$ cat src/rtl/arb_pkg.sv
// Shared types and constants for the 4-requester round-robin select arbiter.
// Imported by rr_pick and rr_select_arbiter.
package arb_pkg;

    localparam int NUM_REQ = 4;
    localparam int SEL_W   = 2;

    typedef logic [SEL_W-1:0]   sel_t;
    typedef logic [NUM_REQ-1:0] req_t;

    typedef enum logic [1:0] {
        IDLE  = 2'd0,
        GRANT = 2'd1,
        GAP   = 2'd2
    } state_t;

    // One-hot image of a select code, identical to what the downstream decoder produces.
    function automatic req_t decode_sel(input sel_t sel);
        req_t onehot;
        onehot      = '0;
        onehot[sel] = 1'b1;
        return onehot;
    endfunction

endpackage

$ cat src/rtl/rr_pick.sv
// Combinational round-robin picker: first asserted request searching ptr, ptr+1, ... modulo 4.
// Outputs the winning index and a found flag; usable stand-alone.
module rr_pick
    import arb_pkg::*;
(
    input  req_t req,
    input  sel_t ptr,
    output sel_t winner,
    output logic found
);

    always_comb begin
        // NOTE: every output gets a default before the loop so no path leaves it unassigned (no latch).
        winner = ptr;
        found  = 1'b0;
        // Walk from the lowest priority offset up so the highest-priority hit is written last.
        for (int i = NUM_REQ - 1; i >= 0; i--) begin
            if (req[sel_t'(ptr + sel_t'(i))]) begin
                winner = sel_t'(ptr + sel_t'(i));
                found  = 1'b1;
            end
        end
    end

endmodule

$ cat src/rtl/rr_select_arbiter.sv
// Round-robin owner of the shared 2-to-4 select decoder, with a one-cycle break-before-make gap.
// Optional macro ARB_TIMEOUT_EN forces release after HOLD_MAX consecutive grant cycles.
module rr_select_arbiter
    import arb_pkg::*;
#(
    parameter int HOLD_MAX = 15,
    parameter int CNT_W    = 4
) (
    input  logic         Clk,
    input  logic         Reset_n,
    input  logic [3:0]   Req,
    output logic [3:0]   Grant,
    output logic [1:0]   Select,
    output logic         Grant_valid,
    output logic         Preempt
);

    if ((1 << CNT_W) <= HOLD_MAX) begin : g_cnt_w_too_small
        $error("rr_select_arbiter: CNT_W too narrow for HOLD_MAX");
    end

    state_t state_q, state_d;
    req_t   grant_q, grant_d;
    sel_t   select_q, select_d;
    sel_t   ptr_q, ptr_d;
    logic   valid_q, valid_d;
    logic   preempt_q, preempt_d;

    sel_t   winner;
    logic   found;
    logic   owner_req;
    logic   timeout;

    rr_pick u_pick (
        .req    (Req),
        .ptr    (ptr_q),
        .winner (winner),
        .found  (found)
    );

    assign owner_req = Req[select_q];

`ifdef ARB_TIMEOUT_EN
    logic [CNT_W-1:0] cnt_q, cnt_d;

    // Counter holds (cycles granted - 1), so HOLD_MAX-1 marks the last allowed cycle.
    assign timeout = (cnt_q == CNT_W'(HOLD_MAX - 1)) && owner_req;
`else
    assign timeout = 1'b0;
`endif

    always_comb begin
        state_d   = state_q;
        grant_d   = grant_q;
        select_d  = select_q;
        ptr_d     = ptr_q;
        valid_d   = valid_q;
        preempt_d = 1'b0;
`ifdef ARB_TIMEOUT_EN
        cnt_d     = cnt_q;
`endif
        unique case (state_q)
            IDLE, GAP: begin
                if (found) begin
                    state_d  = GRANT;
                    grant_d  = decode_sel(winner);
                    select_d = winner;
                    valid_d  = 1'b1;
`ifdef ARB_TIMEOUT_EN
                    cnt_d    = '0;
`endif
                end else begin
                    state_d  = IDLE;
                    grant_d  = '0;
                    valid_d  = 1'b0;
                end
            end
            GRANT: begin
                if (!owner_req || timeout) begin
                    state_d   = GAP;
                    grant_d   = '0;
                    valid_d   = 1'b0;
                    ptr_d     = sel_t'(select_q + sel_t'(1));
                    preempt_d = timeout;
                end else begin
`ifdef ARB_TIMEOUT_EN
                    if (cnt_q != '1) begin
                        cnt_d = cnt_q + CNT_W'(1);
                    end
`endif
                end
            end
            default: begin
                state_d = IDLE;
                grant_d = '0;
                valid_d = 1'b0;
            end
        endcase
    end

    always_ff @(posedge Clk or negedge Reset_n) begin
        if (!Reset_n) begin
            state_q   <= IDLE;
            grant_q   <= '0;
            select_q  <= '0;
            ptr_q     <= '0;
            valid_q   <= 1'b0;
            preempt_q <= 1'b0;
`ifdef ARB_TIMEOUT_EN
            cnt_q     <= '0;
`endif
        end else begin
            // NOTE: state registers use non-blocking assignments so every flop samples pre-edge values.
            state_q   <= state_d;
            grant_q   <= grant_d;
            select_q  <= select_d;
            ptr_q     <= ptr_d;
            valid_q   <= valid_d;
            preempt_q <= preempt_d;
`ifdef ARB_TIMEOUT_EN
            cnt_q     <= cnt_d;
`endif
        end
    end

    assign Grant       = grant_q;
    assign Select      = select_q;
    assign Grant_valid = valid_q;
    assign Preempt     = preempt_q;

endmodule

$ cat config.mk
export PLATFORM = sky130hd
export DESIGN_NAME = rr_select_arbiter
export DESIGN_NICKNAME = d
export VERILOG_FILES = /design/src/rtl/arb_pkg.sv /design/src/rtl/rr_pick.sv /design/src/rtl/rr_select_arbiter.sv
export SDC_FILE = /design/constraint.sdc
export NUM_CORES = 1
export LEC_CHECK = 0
export ABC_AREA = 0
export CAP_MARGIN = 20
export CORE_AREA = 2 2 39 41
export CTS_BUF_LIST = sky130_fd_sc_hd__clkbuf_8
export CTS_CLUSTER_SIZE = 25
export DETAILED_ROUTE_END_ITERATION = 16
export DIE_AREA = 0 0 41 43
export GPL_ROUTABILITY_DRIVEN = 0
export GPL_TIMING_DRIVEN = 0
export PLACE_DENSITY = 0.64
export SLEW_MARGIN = 20
export SYNTH_ARGS = -nofsm -noshare
export SYNTH_HDL_FRONTEND = slang
export SYNTH_SLANG_ARGS = --single-unit
$ cat constraint.sdc
create_clock -name Clk -period 3 [get_ports Clk]
set_clock_uncertainty 0.1 [all_clocks]
set_input_delay 0.3 -clock Clk [delete_from_list [all_inputs] [get_ports Clk]]
set_output_delay 0.3 -clock Clk [all_outputs]
set_load 0.005 [all_outputs]
==> implementation parameters, run 1 <==
Parameter                              Value

CTS
  Clock input transition at the sequential cells of the worst setup and hold paths ... ~0.050 ns
  CTS tree ... yes
  Number of H-tree levels ... 1
  Clock latency of the later-clocked register in the worst-skew pair ... between 0.2 and 0.25 ns
  Max clock buf depth ... 2
  Number of cells upsized or downsized after cts ... 0
  # hold bufs at CTS ... 0
  Buffers inserted by post-CTS timing repair ... 0
  CTS Root Buffer Type ... clkbuf_8
  Clk sinks ... 10
  Number of clock buffers inserted by TritonCTS ... 3

Worst setup path
  Depth of the worst register-to-register path ... 3
  Worst Path Class, Setup ... in2reg
  Source of the critical timing path ... Req[2]
  Flop-to-flop setup slack ... between 1 and 1.5 ns
  Critical path capture point type ... flip-flop
  RR Startpoint ... Select[0]$_DFFE_PN0P_
  Biggest fanout along the worst timing path ... 8
  Worst setup SP type ... primary input
  Required time of the critical path ... about 3 ns
  Data arrival time at the worst-slack endpoint ... approximately 1.9 ns
  Destination of the worst register-to-register timing path ... state_q[0]$_DFFE_PN0P_

STA
  Part of the cycle the worst path needs ... 60.8%
  Hold violation total from the final report ... 0
  Number of slew-limit violations in the final report ... 0
  Time the worst path needs with I/O delays and setup ... 1.82 ns
  Worst-case headroom to the max-slew limit ... 60.7%
  Transition at the pin with the smallest max-transition slack ... between 0.5 and 0.6 ns
  Setup slack after layout ... 1.18 ns
  Total of endpoints with negative setup slack in the final report ... 0
  Fmax ... 548 MHz
  Total Neg Setup Slack ... 0 ns
  Setup repair after global routing missed its margin ... false

Min path
  Hold Path Class ... in2async

Floorplan
  Core Box Area ... ~1400 sq um
  Effective utilization at floorplan ... 37.6%
  Row count ... 14
  Die width ... roughly 41 um
  Die Outline Area ... between 1500 and 2000 sq um
  Top-level port count ... 14
  Vertical die dimension ... between 40 and 50 um

Cells and area
  Inserted Diodes ... 0
  Most common cell after layout, fill and taps aside ... clkdlybuf4s50_1
  Fraction of layout cells with a size suffix above 1 ... 15.9%
  Area Growth Syn to Fin ... 37.5%
  Commonest cells after routing, fill and taps aside ... 12 x clkdlybuf4s50_1, 10 x dfrtp_1, 8 x nor2_1
  Filler cells ... ~130
  # nets final ... 70

Power
  Cell area power density ... about 1100 nW/um^2
  IR drop worst, VDD ... 0.451 mV
  Static leakage power ... 0.000297 uW

Route
  Number of nets still failing antenna checks after routing ... 0
  DRC marker count from the first detailed-route iteration ... 11
  Initial DRT Pass Iterations ... 4
  Wire length reported by the detailed router ... about 1.1 mm
  Via density per instance ... between 5 and 6
  DRC ... 0
  Average wire length per cell after detail routing ... between 10 and 15 um
  Routed via count ... roughly 430

Logic synthesis
  Number of register bits inferred by synthesis ... 10
  Top_reg_cell synth ... dfrtp_1
  Total standard cell area after synthesis ... approximately 520 sq um
  Sequential fraction of the synthesis area ... about half
  Synthesized instance count ... 47
  FFs w/ async S/R, synth ... 100%
  Unique cell type count in the Yosys netlist ... 22
  Post-synth EDFFs ... 0
  Post-Synthesis Net Count ... 53
  Avg Inst Size Synth ... ~11 sq um
  Number of warning messages in the yosys log ... 0

Outcome
  Result of the run ... completed

Place
  Count of buffers from port buffering ... 12
  Post-DP HPWL ... a little over 800 um
  Setup Slack @ Placement ... about 0.95 ns

GRT
  Initial antenna violation count ... 0
  Pin count of the biggest net entering global routing ... 11
  GRT Util Overall ... between 10% and 20%
  Vias in the first global route ... 393
  First-pass GRT wire length ... between 1.5 and 2 mm
  Overflow after GRT ... 0

Job
  Max Cap Viol ... 0
-- per-stage QoR --
step	hold WS (ns)	cells	cell area (sq um)	power [uW]	utilization, %
after CTS	0.283	79	716	769	51.7
final	0.277	79	716	763	51.7
after floorplan	-0.0956	47	520	453	-
after global placement	0.379	75	661	593	47.7
after detailed placement	0.381	75	661	596	47.7
after global routing	0.322	79	716	817	51.7
-- power by group --
group	leakage [uW]	internal, uW	switching [uW]
clock	0.0000288	116	55.5
sequential	0.000123	199	53.5
combinational	0.000145	200	139
total	0.000297	515	248
-- kinds of logic (layout without fill, tap and decap cells) --
kind of cell           after synthesis  count (layout)  synth area share, %
AO/OA/AOI/OAI                       16              16                 23.3
AND/OR/NAND/NOR                     14              14                 16.6
flip-flops                          10              10                 48.1
buffers and inverters                3              19                 3.12
multiplexers                         2               2                 6.49
other                                1               1                0.720
XOR/XNOR                             1               1                 1.68
-- area by class of cell --
type / count / area, sq um / share of cell area (%)
Tap cell: 16 / 20.0 / 2.80
Multi-Input combinational cell: 34 / 254 / 35.5
Sequential cell: 10 / 250 / 35.0
Inverter: 1 / 3.75 / 0.524
Timing Repair Buffer: 12 / 120 / 16.8
Buffer: 2 / 12.5 / 1.75
Clock buffer: 4 / 55.1 / 7.69
-- how the worst max path moves through the flow --
stage	end	slack [ns]
2_1_floorplan	state_q[0]$_DFFE_PN0P_	1.39
3_3_place_gp	Select[0]$_DFFE_PN0P_	0.98
3_5_place_dp	Select[0]$_DFFE_PN0P_	0.95
4_1_cts	Select[0]$_DFFE_PN0P_	1.20
5_1_grt	Select[0]$_DFFE_PN0P_	1.08
6_report	Select[0]$_DFFE_PN0P_	1.18
-- worst max-delay path: stages --
cell	delay, ns
clkdlybuf4s50_1	0.56
nor2_1	0.09
a21oi_1	0.50
mux2_2	0.40
-- routing by layer --
metal	wire length (um)	track usage [%]	vias to the layer above
met3	52	3.14	3
met2	518	20.9	17
met4	22	12.0	0
met1	459	19.0	207
li1	-	-	206
met5	0	0	-
-- cell usage after synthesis (3+ instances only) --
library cell / number / area share [%]
a21oi_1: 5 / 4.8
dfrtp_1: 10 / 48
nor2b_1: 3 / 3.6
nor2_1: 8 / 5.8
a32o_1: 4 / 7.7
-- sequential cells by signal, summed over array words and instances (netlist names) --
register	count
Grant	4
Select	2
ptr_q	2
state_q	2
Note: power is estimated with default switching activity, not from simulation.
==> run 2, diff against run 1 <==
--- a/config.mk
+++ b/config.mk
@@ -14,7 +14,7 @@
 export DIE_AREA = 0 0 41 43
 export GPL_ROUTABILITY_DRIVEN = 0
 export GPL_TIMING_DRIVEN = 0
-export PLACE_DENSITY = 0.64
+export PLACE_DENSITY = 0.66
 export SLEW_MARGIN = 20
 export SYNTH_ARGS = -nofsm -noshare
 export SYNTH_HDL_FRONTEND = slang
==> constraint.sdc (replaced) <==
create_clock -name Clk -period 1.5 [get_ports Clk]
set_clock_uncertainty 0.1 [all_clocks]
set_input_delay 0.15 -clock Clk [delete_from_list [all_inputs] [get_ports Clk]]
set_output_delay 0.15 -clock Clk [all_outputs]
set_load 0.005 [all_outputs]
==> implementation parameters, run 2 (synthesis results as in run 1) <==
Parameter                              Value

Cells and area
  Number of standard cells in the final layout excluding fillers ... 81
  # nets final ... 72
  Combined area of the multi-input logic cells ... roughly 260 sq um
  Commonest cells after routing, fill and taps aside ... 9 x dfrtp_1, 8 x nor2_1, 7 x clkdlybuf4s50_1
  Inserted Diodes ... 0
  Area Growth Syn to Fin ... 42.5%
  Fraction of layout cells with a size suffix above 1 ... 23.1%
  Share of the core filled with cells ... a little over half
  Most common cell after layout, fill and taps aside ... dfrtp_1
  Flip-flop count of the largest register, all copies and words added ... 4
  Register area ... between 200 and 300 sq um
  Filler cells ... ~120

CTS
  Clock latency of the later-clocked register in the worst-skew pair ... between 0.2 and 0.25 ns
  Max clock buf depth ... 2
  CTS Root Buffer Type ... clkbuf_8
  CTS tree ... yes
  Number of H-tree levels ... 1
  # hold bufs at CTS ... 0
  Clock input transition at the sequential cells of the worst setup and hold paths ... approximately 0.05 ns
  Number of clock buffers inserted by TritonCTS ... 3
  Clk sinks ... 10

Worst setup path
  Flop-to-flop setup slack ... -0.08 ns
  Biggest fanout along the worst timing path ... 5
  Required time of the critical path ... between 1.5 and 2 ns
  Critical path buffers and inverters ... 0
  Critical path capture point type ... flip-flop
  Depth of the worst register-to-register path ... 3
  Largest stage delay on the critical path ... around 0.55 ns
  Family of cells with the greatest summed delay on the critical path ... multiplexers
  Cell with the biggest individual delay on the critical path ... mux4_2
  Cell chain of the critical path ... mux4_2 -> and3b_4 -> a32o_1
  Data arrival time at the worst-slack endpoint ... about 1.6 ns
  Destination of the worst register-to-register timing path ... Grant[3]$_DFFE_PN0P_
  Worst Path Class, Setup ... reg2reg
  RR Startpoint ... Select[0]$_DFFE_PN0P_
  Worst setup SP type ... flip-flop

Route
  DRC marker count from the first detailed-route iteration ... 5
  Number of nets still failing antenna checks after routing ... 0
  Initial DRT Pass Iterations ... 3
  Via density per instance ... around 5.1
  DRC ... 0
  Routed via count ... roughly 420
  Wire length reported by the detailed router ... between 1 and 1.5 mm
  Average wire length per cell after detail routing ... approximately 14 um

Place
  Post-DP HPWL ... roughly 840 um
  Cell count after placement ... between 70 and 80
  Count of buffers from port buffering ... 12
  Setup Slack @ Placement ... -0.387 ns

STA
  Setup slack after layout ... -0.0807 ns
  Time the worst path needs with I/O delays and setup ... 1.58 ns
  Part of the cycle the worst path needs ... 105%
  Hold violation total from the final report ... 0
  Total of endpoints with negative setup slack in the final report ... 8
  Fmax ... about 630 MHz
  Number of slew-limit violations in the final report ... 0
  Setup repair after global routing missed its margin ... true
  Total Neg Setup Slack ... -0.496 ns

Floorplan
  Effective utilization at floorplan ... ~38%
  Core Box Area ... around 1400 sq um
  Die width ... about 41 um
  Top-level port count ... 14
  Die Outline Area ... between 1500 and 2000 sq um
  Row count ... 14
  Vertical die dimension ... between 40 and 50 um

Min path
  Hold Path Class ... in2async

Job
  Max Cap Viol ... 0

Outcome
  Violated checks ... setup timing
  Result of the run ... complete, but fails checks

GRT
  Overflow after GRT ... 0
  Pin count of the biggest net entering global routing ... 11
  GRT Util Overall ... approximately 16%
  Vias in the first global route ... 397
  Initial antenna violation count ... 0
  First-pass GRT wire length ... ~1.8 mm

Power
  IR drop worst, VDD ... between 1 and 1.5 mV
  Static leakage power ... 0.000324 uW
  Design Power ... roughly 1600 uW
  Cell area power density ... approximately 2100 nW/um^2
[run 2: metal layers]
layer  track usage, %  routed length (um)  vias to the layer above
met3             3.14                  40                        0
met1             19.6                 522                      197
li1                 -                   -                      212
met2             25.0                 606                        7
met5                0                   0                        -
met4             8.00                   0                        0
[run 2: where the power goes]
group | internal (uW) | switching (uW)
Combinational | 437 | 311
Sequential | 402 | 104
Clock | 231 | 105
[run 2: stage by stage]
stage	hold WS, ns	area [sq um]
after global placement	0.381	661
final	0.137	742
after floorplan	-0.246	520
after global routing	0.177	742
after CTS	0.152	731
after detailed placement	0.385	661
[run 2: final cells by class]
cell class	instances	share of cell area (%)
Clock buffer	4	7.42
Multi-Input combinational cell	34	35.6
Inverter	1	0.506
Sequential cell	10	33.9
Buffer	2	2.02
Timing Repair Buffer	14	17.9
Tap cell	16	2.70
[run 2: worst max-delay path by stage]
stage	start	endpoint	slack, ns	cells past startpoint
after floorplan	Select[0]$_DFFE_PN0P_	state_q[0]$_DFFE_PN0P_	-0.1	3
after global placement	Req[2]	Select[0]$_DFFE_PN0P_	-0.39	4
after detailed placement	Req[1]	Select[0]$_DFFE_PN0P_	-0.39	4
after CTS	Select[0]$_DFFE_PN0P_	Grant[3]$_DFFE_PN0P_	-0.08	3
after global routing	Select[0]$_DFFE_PN0P_	ptr_q[1]$_DFFE_PN0P_	-0.16	4
final	Select[0]$_DFFE_PN0P_	Grant[3]$_DFFE_PN0P_	-0.08	3
[run 2: repair_timing]
item,CTS,global route
setup endpoints to repair,10,10
gates resized for setup,6,5
setup buffers,2,0
pin swaps,2,2
==> run 3, diff against run 2 <==
--- a/config.mk
+++ b/config.mk
@@ -14,7 +14,7 @@
 export DIE_AREA = 0 0 41 43
 export GPL_ROUTABILITY_DRIVEN = 0
 export GPL_TIMING_DRIVEN = 0
-export PLACE_DENSITY = 0.66
+export PLACE_DENSITY = 0.64
 export SLEW_MARGIN = 20
 export SYNTH_ARGS = -nofsm -noshare
 export SYNTH_HDL_FRONTEND = slang
==> constraint.sdc (replaced) <==
create_clock -name Clk -period 1.95 [get_ports Clk]
set_clock_uncertainty 0.1 [all_clocks]
set_input_delay 0.195 -clock Clk [delete_from_list [all_inputs] [get_ports Clk]]
set_output_delay 0.195 -clock Clk [all_outputs]
set_load 0.005 [all_outputs]
==> results of run 3 <==
The final DEF is identical to that of run 1. Status: completed.
Main changes from that run: setup slack after placement 0.946 ns -> 0.000511 ns; setup slack after layout 1.18 ns -> 0.230 ns; hold slack 0.277 ns -> 0.172 ns; register-to-register setup slack 1.32 ns -> 0.27 ns; total power 763 uW -> 1170 uW; worst IR drop on VDD 0.451 mV -> 0.693 mV
